<file path="src/rtl/amber128_pkg.sv">
// Shared amber128 definitions: system data bus geometry and DMEM bridge FSM states.
package amber128_pkg;

  localparam int DBUS_W          = 64;
  localparam int DBUS_BEAT_BYTES = 8;

  typedef enum logic [2:0] {
    DBR_IDLE,
    DBR_REQ0,
    DBR_RSP0,
    DBR_REQ1,
    DBR_RSP1,
    DBR_DONE
  } amber128_dbr_state_e;

endpackage

</file>
<file path="src/rtl/amber128_dmem_bridge.sv">
// Splits each 128-bit core DMEM access into two 64-bit split-transaction bus beats
// and returns a single ready pulse (with trap) to the core.
module amber128_dmem_bridge
  import amber128_pkg::*;
#(
  parameter int unsigned TIMEOUT_CYCLES = 256
) (
  input  logic                clk_i,
  input  logic                rst_ni,
  input  logic                clk_en_i,
  input  logic                core_req_i,
  input  logic                core_we_i,
  input  logic [63:0]         core_addr_i,
  input  logic [127:0]        core_wdata_i,
  output logic [127:0]        core_rdata_o,
  output logic                core_ready_o,
  output logic                core_trap_o,
  output logic                bus_req_o,
  output logic                bus_we_o,
  output logic [63:0]         bus_addr_o,
  output logic [DBUS_W-1:0]   bus_wdata_o,
  input  logic                bus_gnt_i,
  input  logic                bus_rvalid_i,
  input  logic [DBUS_W-1:0]   bus_rdata_i,
  input  logic                bus_err_i
);

  localparam int unsigned CW = (TIMEOUT_CYCLES > 0) ? $clog2(TIMEOUT_CYCLES + 1) : 1;
  // Last count before the counter would reach TIMEOUT_CYCLES.
  localparam logic [CW-1:0] TO_LAST = CW'(TIMEOUT_CYCLES - 1);

  amber128_dbr_state_e state_q, state_d;
  logic [CW-1:0]       cnt_q, cnt_d;
  logic                we_q, we_d;
  logic [63:0]         addr_q, addr_d;
  logic [127:0]        wdata_q, wdata_d;
  logic [DBUS_W-1:0]   rlo_q, rlo_d;
  logic [127:0]        rdata_q, rdata_d;
  logic                ready_q, ready_d;
  logic                trap_q, trap_d;
  logic                bus_req_q, bus_req_d;
  logic                bus_we_q, bus_we_d;
  logic [63:0]         bus_addr_q, bus_addr_d;
  logic [DBUS_W-1:0]   bus_wdata_q, bus_wdata_d;

  logic busy, timeout, fin_trap;

  assign busy    = (state_q == DBR_REQ0) || (state_q == DBR_RSP0) ||
                   (state_q == DBR_REQ1) || (state_q == DBR_RSP1);
  assign timeout = (TIMEOUT_CYCLES != 0) && (cnt_q == TO_LAST);

  always_comb begin
    state_d     = state_q;
    we_d        = we_q;
    addr_d      = addr_q;
    wdata_d     = wdata_q;
    rlo_d       = rlo_q;
    rdata_d     = rdata_q;
    ready_d     = ready_q;
    trap_d      = trap_q;
    bus_req_d   = bus_req_q;
    bus_we_d    = bus_we_q;
    bus_addr_d  = bus_addr_q;
    bus_wdata_d = bus_wdata_q;
    fin_trap    = 1'b0;

    unique case (state_q)
      DBR_IDLE: begin
        if (core_req_i) begin
          we_d    = core_we_i;
          addr_d  = core_addr_i;
          wdata_d = core_wdata_i;
          if (core_addr_i[3:0] != 4'h0) begin
            fin_trap = 1'b1;
          end else begin
            state_d     = DBR_REQ0;
            bus_req_d   = 1'b1;
            bus_we_d    = core_we_i;
            bus_addr_d  = core_addr_i;
            bus_wdata_d = core_wdata_i[63:0];
          end
        end
      end
      DBR_REQ0, DBR_REQ1: begin
        if (bus_gnt_i) begin
          bus_req_d = 1'b0;
          state_d   = (state_q == DBR_REQ0) ? DBR_RSP0 : DBR_RSP1;
        end else if (timeout) begin
          fin_trap = 1'b1;
        end
      end
      DBR_RSP0: begin
        if (bus_rvalid_i) begin
          if (bus_err_i) begin
            fin_trap = 1'b1;
          end else begin
            rlo_d       = bus_rdata_i;
            state_d     = DBR_REQ1;
            bus_req_d   = 1'b1;
            bus_addr_d  = addr_q + 64'(DBUS_BEAT_BYTES);
            bus_wdata_d = wdata_q[127:64];
          end
        end else if (timeout) begin
          fin_trap = 1'b1;
        end
      end
      DBR_RSP1: begin
        if (bus_rvalid_i) begin
          if (bus_err_i) begin
            fin_trap = 1'b1;
          end else begin
            state_d = DBR_DONE;
            ready_d = 1'b1;
            trap_d  = 1'b0;
            rdata_d = we_q ? 128'h0 : {bus_rdata_i, rlo_q};
          end
        end else if (timeout) begin
          fin_trap = 1'b1;
        end
      end
      DBR_DONE: begin
        ready_d = 1'b0;
        state_d = DBR_IDLE;
      end
      default: state_d = DBR_IDLE;
    endcase

    if (fin_trap) begin
      state_d   = DBR_DONE;
      ready_d   = 1'b1;
      trap_d    = 1'b1;
      rdata_d   = 128'h0;
      bus_req_d = 1'b0;
    end

    // Counter restarts on every state change so each phase gets a full budget.
    if (state_d != state_q) cnt_d = '0;
    else if (busy)          cnt_d = cnt_q + CW'(1);
    else                    cnt_d = '0;
  end

  always_ff @(posedge clk_i or negedge rst_ni) begin
    if (!rst_ni) begin
      state_q     <= DBR_IDLE;
      cnt_q       <= '0;
      we_q        <= 1'b0;
      addr_q      <= '0;
      wdata_q     <= '0;
      rlo_q       <= '0;
      rdata_q     <= '0;
      ready_q     <= 1'b0;
      trap_q      <= 1'b0;
      bus_req_q   <= 1'b0;
      bus_we_q    <= 1'b0;
      bus_addr_q  <= '0;
      bus_wdata_q <= '0;
    end else if (clk_en_i) begin
      state_q     <= state_d;
      cnt_q       <= cnt_d;
      we_q        <= we_d;
      addr_q      <= addr_d;
      wdata_q     <= wdata_d;
      rlo_q       <= rlo_d;
      rdata_q     <= rdata_d;
      ready_q     <= ready_d;
      trap_q      <= trap_d;
      bus_req_q   <= bus_req_d;
      bus_we_q    <= bus_we_d;
      bus_addr_q  <= bus_addr_d;
      bus_wdata_q <= bus_wdata_d;
    end
  end

  // The pulse is gated so a frozen DONE never shows ready in a disabled cycle.
  assign core_ready_o = ready_q & clk_en_i;
  assign core_trap_o  = trap_q;
  assign core_rdata_o = rdata_q;
  assign bus_req_o    = bus_req_q;
  assign bus_we_o     = bus_we_q;
  assign bus_addr_o   = bus_addr_q;
  assign bus_wdata_o  = bus_wdata_q;

endmodule

</file>
<file path="config.mk">
export PLATFORM = sky130hd
export DESIGN_NAME = amber128_dmem_bridge
export DESIGN_NICKNAME = d
export VERILOG_FILES = /design/src/rtl/amber128_pkg.sv /design/src/rtl/amber128_dmem_bridge.sv
export SDC_FILE = /design/constraint.sdc
export NUM_CORES = 1
export LEC_CHECK = 0
export CAP_MARGIN = 20
export CORE_MARGIN = 1
export CORE_UTILIZATION = 36
export CTS_CLUSTER_SIZE = 14
export DETAILED_ROUTE_END_ITERATION = 10
export GPL_ROUTABILITY_DRIVEN = 0
export PLACE_DENSITY = 0.74
export SYNTH_ARGS = -nofsm -noshare
export SYNTH_HDL_FRONTEND = slang
export SYNTH_SLANG_ARGS = --single-unit
</file>
<file path="constraint.sdc">
create_clock -name clk_i -period 2.8 [get_ports clk_i]
set_input_delay 0.7 -clock clk_i [delete_from_list [all_inputs] [get_ports clk_i]]
set_output_delay 0.7 -clock clk_i [all_outputs]
set_load 0.01 [all_outputs]
</file>
==> summary.txt, run 1 <==
CTS
  – Worst-path clk slew: about 0.060 ns
  – Max clock buf depth: 3
  – Cts bufs inserted: 50
  – Clock sink count: about 470
  – TritonCTS clock tree: built
  – Clock Root Buffer: clkbuf_16
  – H-Tree Depth: 2
  – Clock latency on the worst-skew pair: 0.58 ns
  – # hold bufs at CTS: 0

Critical path
  – Max FO, Critical Path: 8
  – Reg2Reg Launch Point: cnt_q[0]
  – R2R Setup Slk: 0.06 ns
  – CP max-delay cell: or4_4
  – R2R cell count: 14
  – Crit start category: input port
  – Crit path DAT: ~3.3 ns
  – Reg2reg end: core_rdata_o[91]
  – Critical Path Sink Type: flop
  – Worst EP required: between 3 and 4 ns
  – Critical path's largest stage delay: ~0.58 ns
  – Crit path kind: in -> reg
  – CP Cell Sequence: clkdlybuf4s50_1, or4_4, nor4b_1, or3_4, o21ai_4, buf_12, buf_16, clkbuf_16, nand2_1, o21ai_1

Logic synthesis
  – Largest cells by area after synthesis: dfrtp_1, mux2_2, nand2_1, o21ai_0, nor2_1
  – Netlist cell types: 59
  – Yosys reg bits: around 470
  – Syn nets: approximately 2.2k
  – Syn avg cell area: between 10 and 15 sq um
  – Post-synth top area share: about 58%
  – Register area share after synthesis: just under 60%
  – Mapped Cells: 1,928
  – Main flop type after synthesis: dfrtp_1
  – Top cell type by total area after synthesis: dfrtp_1
  – Netlist Area Pre-Place: around 20,000 sq um
  – Async SR Flop Fraction: between 90% and 100%
  – Post-synth EDFFs: 0
  – Synth warnings: 0

Power
  – Total power: 31.03 mW
  – Worst IR Drop VDD: 0.6223 mV
  – Leakage power: 12.42 nW
  – Power Density: about 1100 nW/um^2

STA
  – Clock skew: approximately 0.014 ns
  – Final Hold Vio Count: 0
  – Worst slew pin tran: around 0.67 ns
  – Slew HR: between 50% and 60%
  – Min cycle time layout: 2.771 ns
  – Final Max Tran Viols: 0
  – Fmax: about 360 MHz
  – Final setup violation count: 0
  – Tcrit/Tclk final: 98.95%

Placement
  – PortBufs: between 500 and 600
  – Post-DP HPWL: ~44 mm
  – Dpl cell area: around 27,000 sq um

Cells and area
  – Commonest non-fill, non-tap cells in the layout: clkdlybuf4s50_1, dfrtp_1, nand2_1
  – Nets: about 2.8k
  – FILL cells: 4,675
  – Area delta synth->final: 45.06%
  – Final Cell Area: 29,120 sq um
  – Most common cell after layout, fill and taps aside: clkdlybuf4s50_1
  – Ratio of cells with drive above 1 in the final layout: between 10% and 20%
  – Final core utilization: a little over half

Routing
  – Final ANT Viol Nets: 0
  – Total number of vias: 16.87k
  – Drt pass-1 iters: 5
  – Via/cell ratio: about 5.1
  – WL/cell: 19.46 um
  – DRT iter0 DRCs: roughly 1.0k
  – DRC: 0
  – DRT Wirelength: between 60 and 70 mm

Global route
  – Vias in the first global route: roughly 17k
  – First-pass GRT wire length: roughly 95 mm
  – Largest net degree at the start of global routing: 91
  – GR Util All Layers: a little over a fifth
  – Initial antenna violation count: 6
  – Total congestion overflow: 0

Die
  – Die ar.: 56,720 sq um
  – Initial Util: a little over a third
  – Die Height: roughly 240 um
  – Core Rows: 86
  – Io pins: between 500 and 600
  – Core ar.: roughly 55,000 sq um
  – Die Span X: about 240 um

Outcome
  – Status: finished clean

Hold path
  – HP Class: in -> async

Run
  – Max-Cap Viols: 0
[synthesized netlist by cell type (5+ instances only)]
library cell	n
a21oi_1	45
xor2_1	10
nor3_1	29
nand3_1	22
o21ai_0	110
or3_1	5
o21ai_1	89
nand2b_1	8
clkbuf_1	81
nor4_1	9
dfrtp_1	465
nand2_1	453
and3_1	23
buf_6	15
a31oi_1	71
xnor2_1	40
o22ai_1	22
nand4_1	12
mux2_2	194
inv_1	19
buf_2	17
clkbuf_2	8
nor2_1	122
[worst max-delay path, delay by kind of cell]
kind            cells  cell delay [ns]
compound gates      2             0.29
buf+inv             4             0.96
simple gates        4             1.29
[through the flow]
stage	std cells	hold slack [ns]	setup TNS, ns	setup slack, ns
finish	3286	0.07121	0	0.02946
global route	3284	0.06566	-0.3068	-0.05707
CTS	3262	0.04787	0	0.02875
detailed placement	3171	0.4733	-61.31	-0.4670
global placement	3171	0.4613	-52.69	-0.3926
floorplan	1928	0.4044	0	0.1982
[how the worst max path moves through the flow]
stage                   start                 to  slack (ns)  cells past startpoint
6_report       core_addr_i[2]   core_rdata_o[91]        0.03                     10
3_3_place_gp   core_addr_i[3]  core_rdata_o[113]       -0.39                      8
2_1_floorplan  core_addr_i[3]   core_rdata_o[35]        0.20                      9
3_5_place_dp   core_addr_i[2]   core_rdata_o[19]       -0.47                      8
5_1_grt              cnt_q[0]  core_rdata_o[110]       -0.06                     14
4_1_cts              cnt_q[0]   core_rdata_o[23]        0.03                     13
[area by class of cell]
cell class              count  area [sq um]  area share (%)
diodes                      2         5.005         0.01719
clock buffers              75          1506           5.173
clock inverters            13         201.4          0.6917
inverters                  19         71.32          0.2449
multi-input cells        1319          7858           26.98
flip-flops and latches    465         11640           39.96
well taps                 748         935.9           3.214
repair buffers            645          6909           23.72
[report_power, final]
| group | internal (mW) | total, mW | leakage (nW) | switching [mW] |
|---|---|---|---|---|
| Sequential | 9.69 | 11.9 | 5.85 | 2.20 |
| Combinational | 6.66 | 12.3 | 5.74 | 5.63 |
| Clock | 4.15 | 6.86 | 0.832 | 2.71 |
[routing by layer]
metal	share of wire, %	track usage, %
met1	39	26.25
met2	49	36.14
met3	8.8	6.594
met4	2.8	5.847
met5	0.11	0
[repair_timing]
item / in CTS / in global routing
resized for setup: 8 / 30
setup buffers: 2 / 3
pin swaps: 2 / 3
setup endpoints to repair: 89 / 133
endpoints found under the hold margin: 0 / 0
cloned: 1 / 20
[sequential cells by signal, summed over array words and instances, names as in the netlist]
name	flops
cnt_q	9
bus_we_o	1
core_rdata_o	128
rlo_q	64
bus_wdata_o	64
bus_addr_o	64
bus_req_o	1
we_q	1
core_trap_o	1
addr_q	64
wdata_q	64
state_q	3
ready_q	1
[cells by family (layout without fill, tap and decap cells)]
kind of cell               Yosys count  in the layout  share of synthesized area [%]
DFF                                465            465                          57.96
muxes                              198            198                          11.08
AOI/OAI and AO/OA                  360            360                          10.00
xor gates and xnor gates            50             50                          2.181
buffers and inverters              144            752                          3.484
other                                0              2                              0
adders and majority gates            3              3                         0.1870
and+or+nand+nor                    708            708                          15.11
Note: power is estimated with default switching activity, not from simulation.
==> inputs of run 2 (changes only) <==
ABC_CLOCK_PERIOD_IN_PS = 2800   (was not set)
CAP_MARGIN = 25   (was 20)
==> results of run 2 <==
The final DEF is identical to that of run 1; final timing and power are the same.
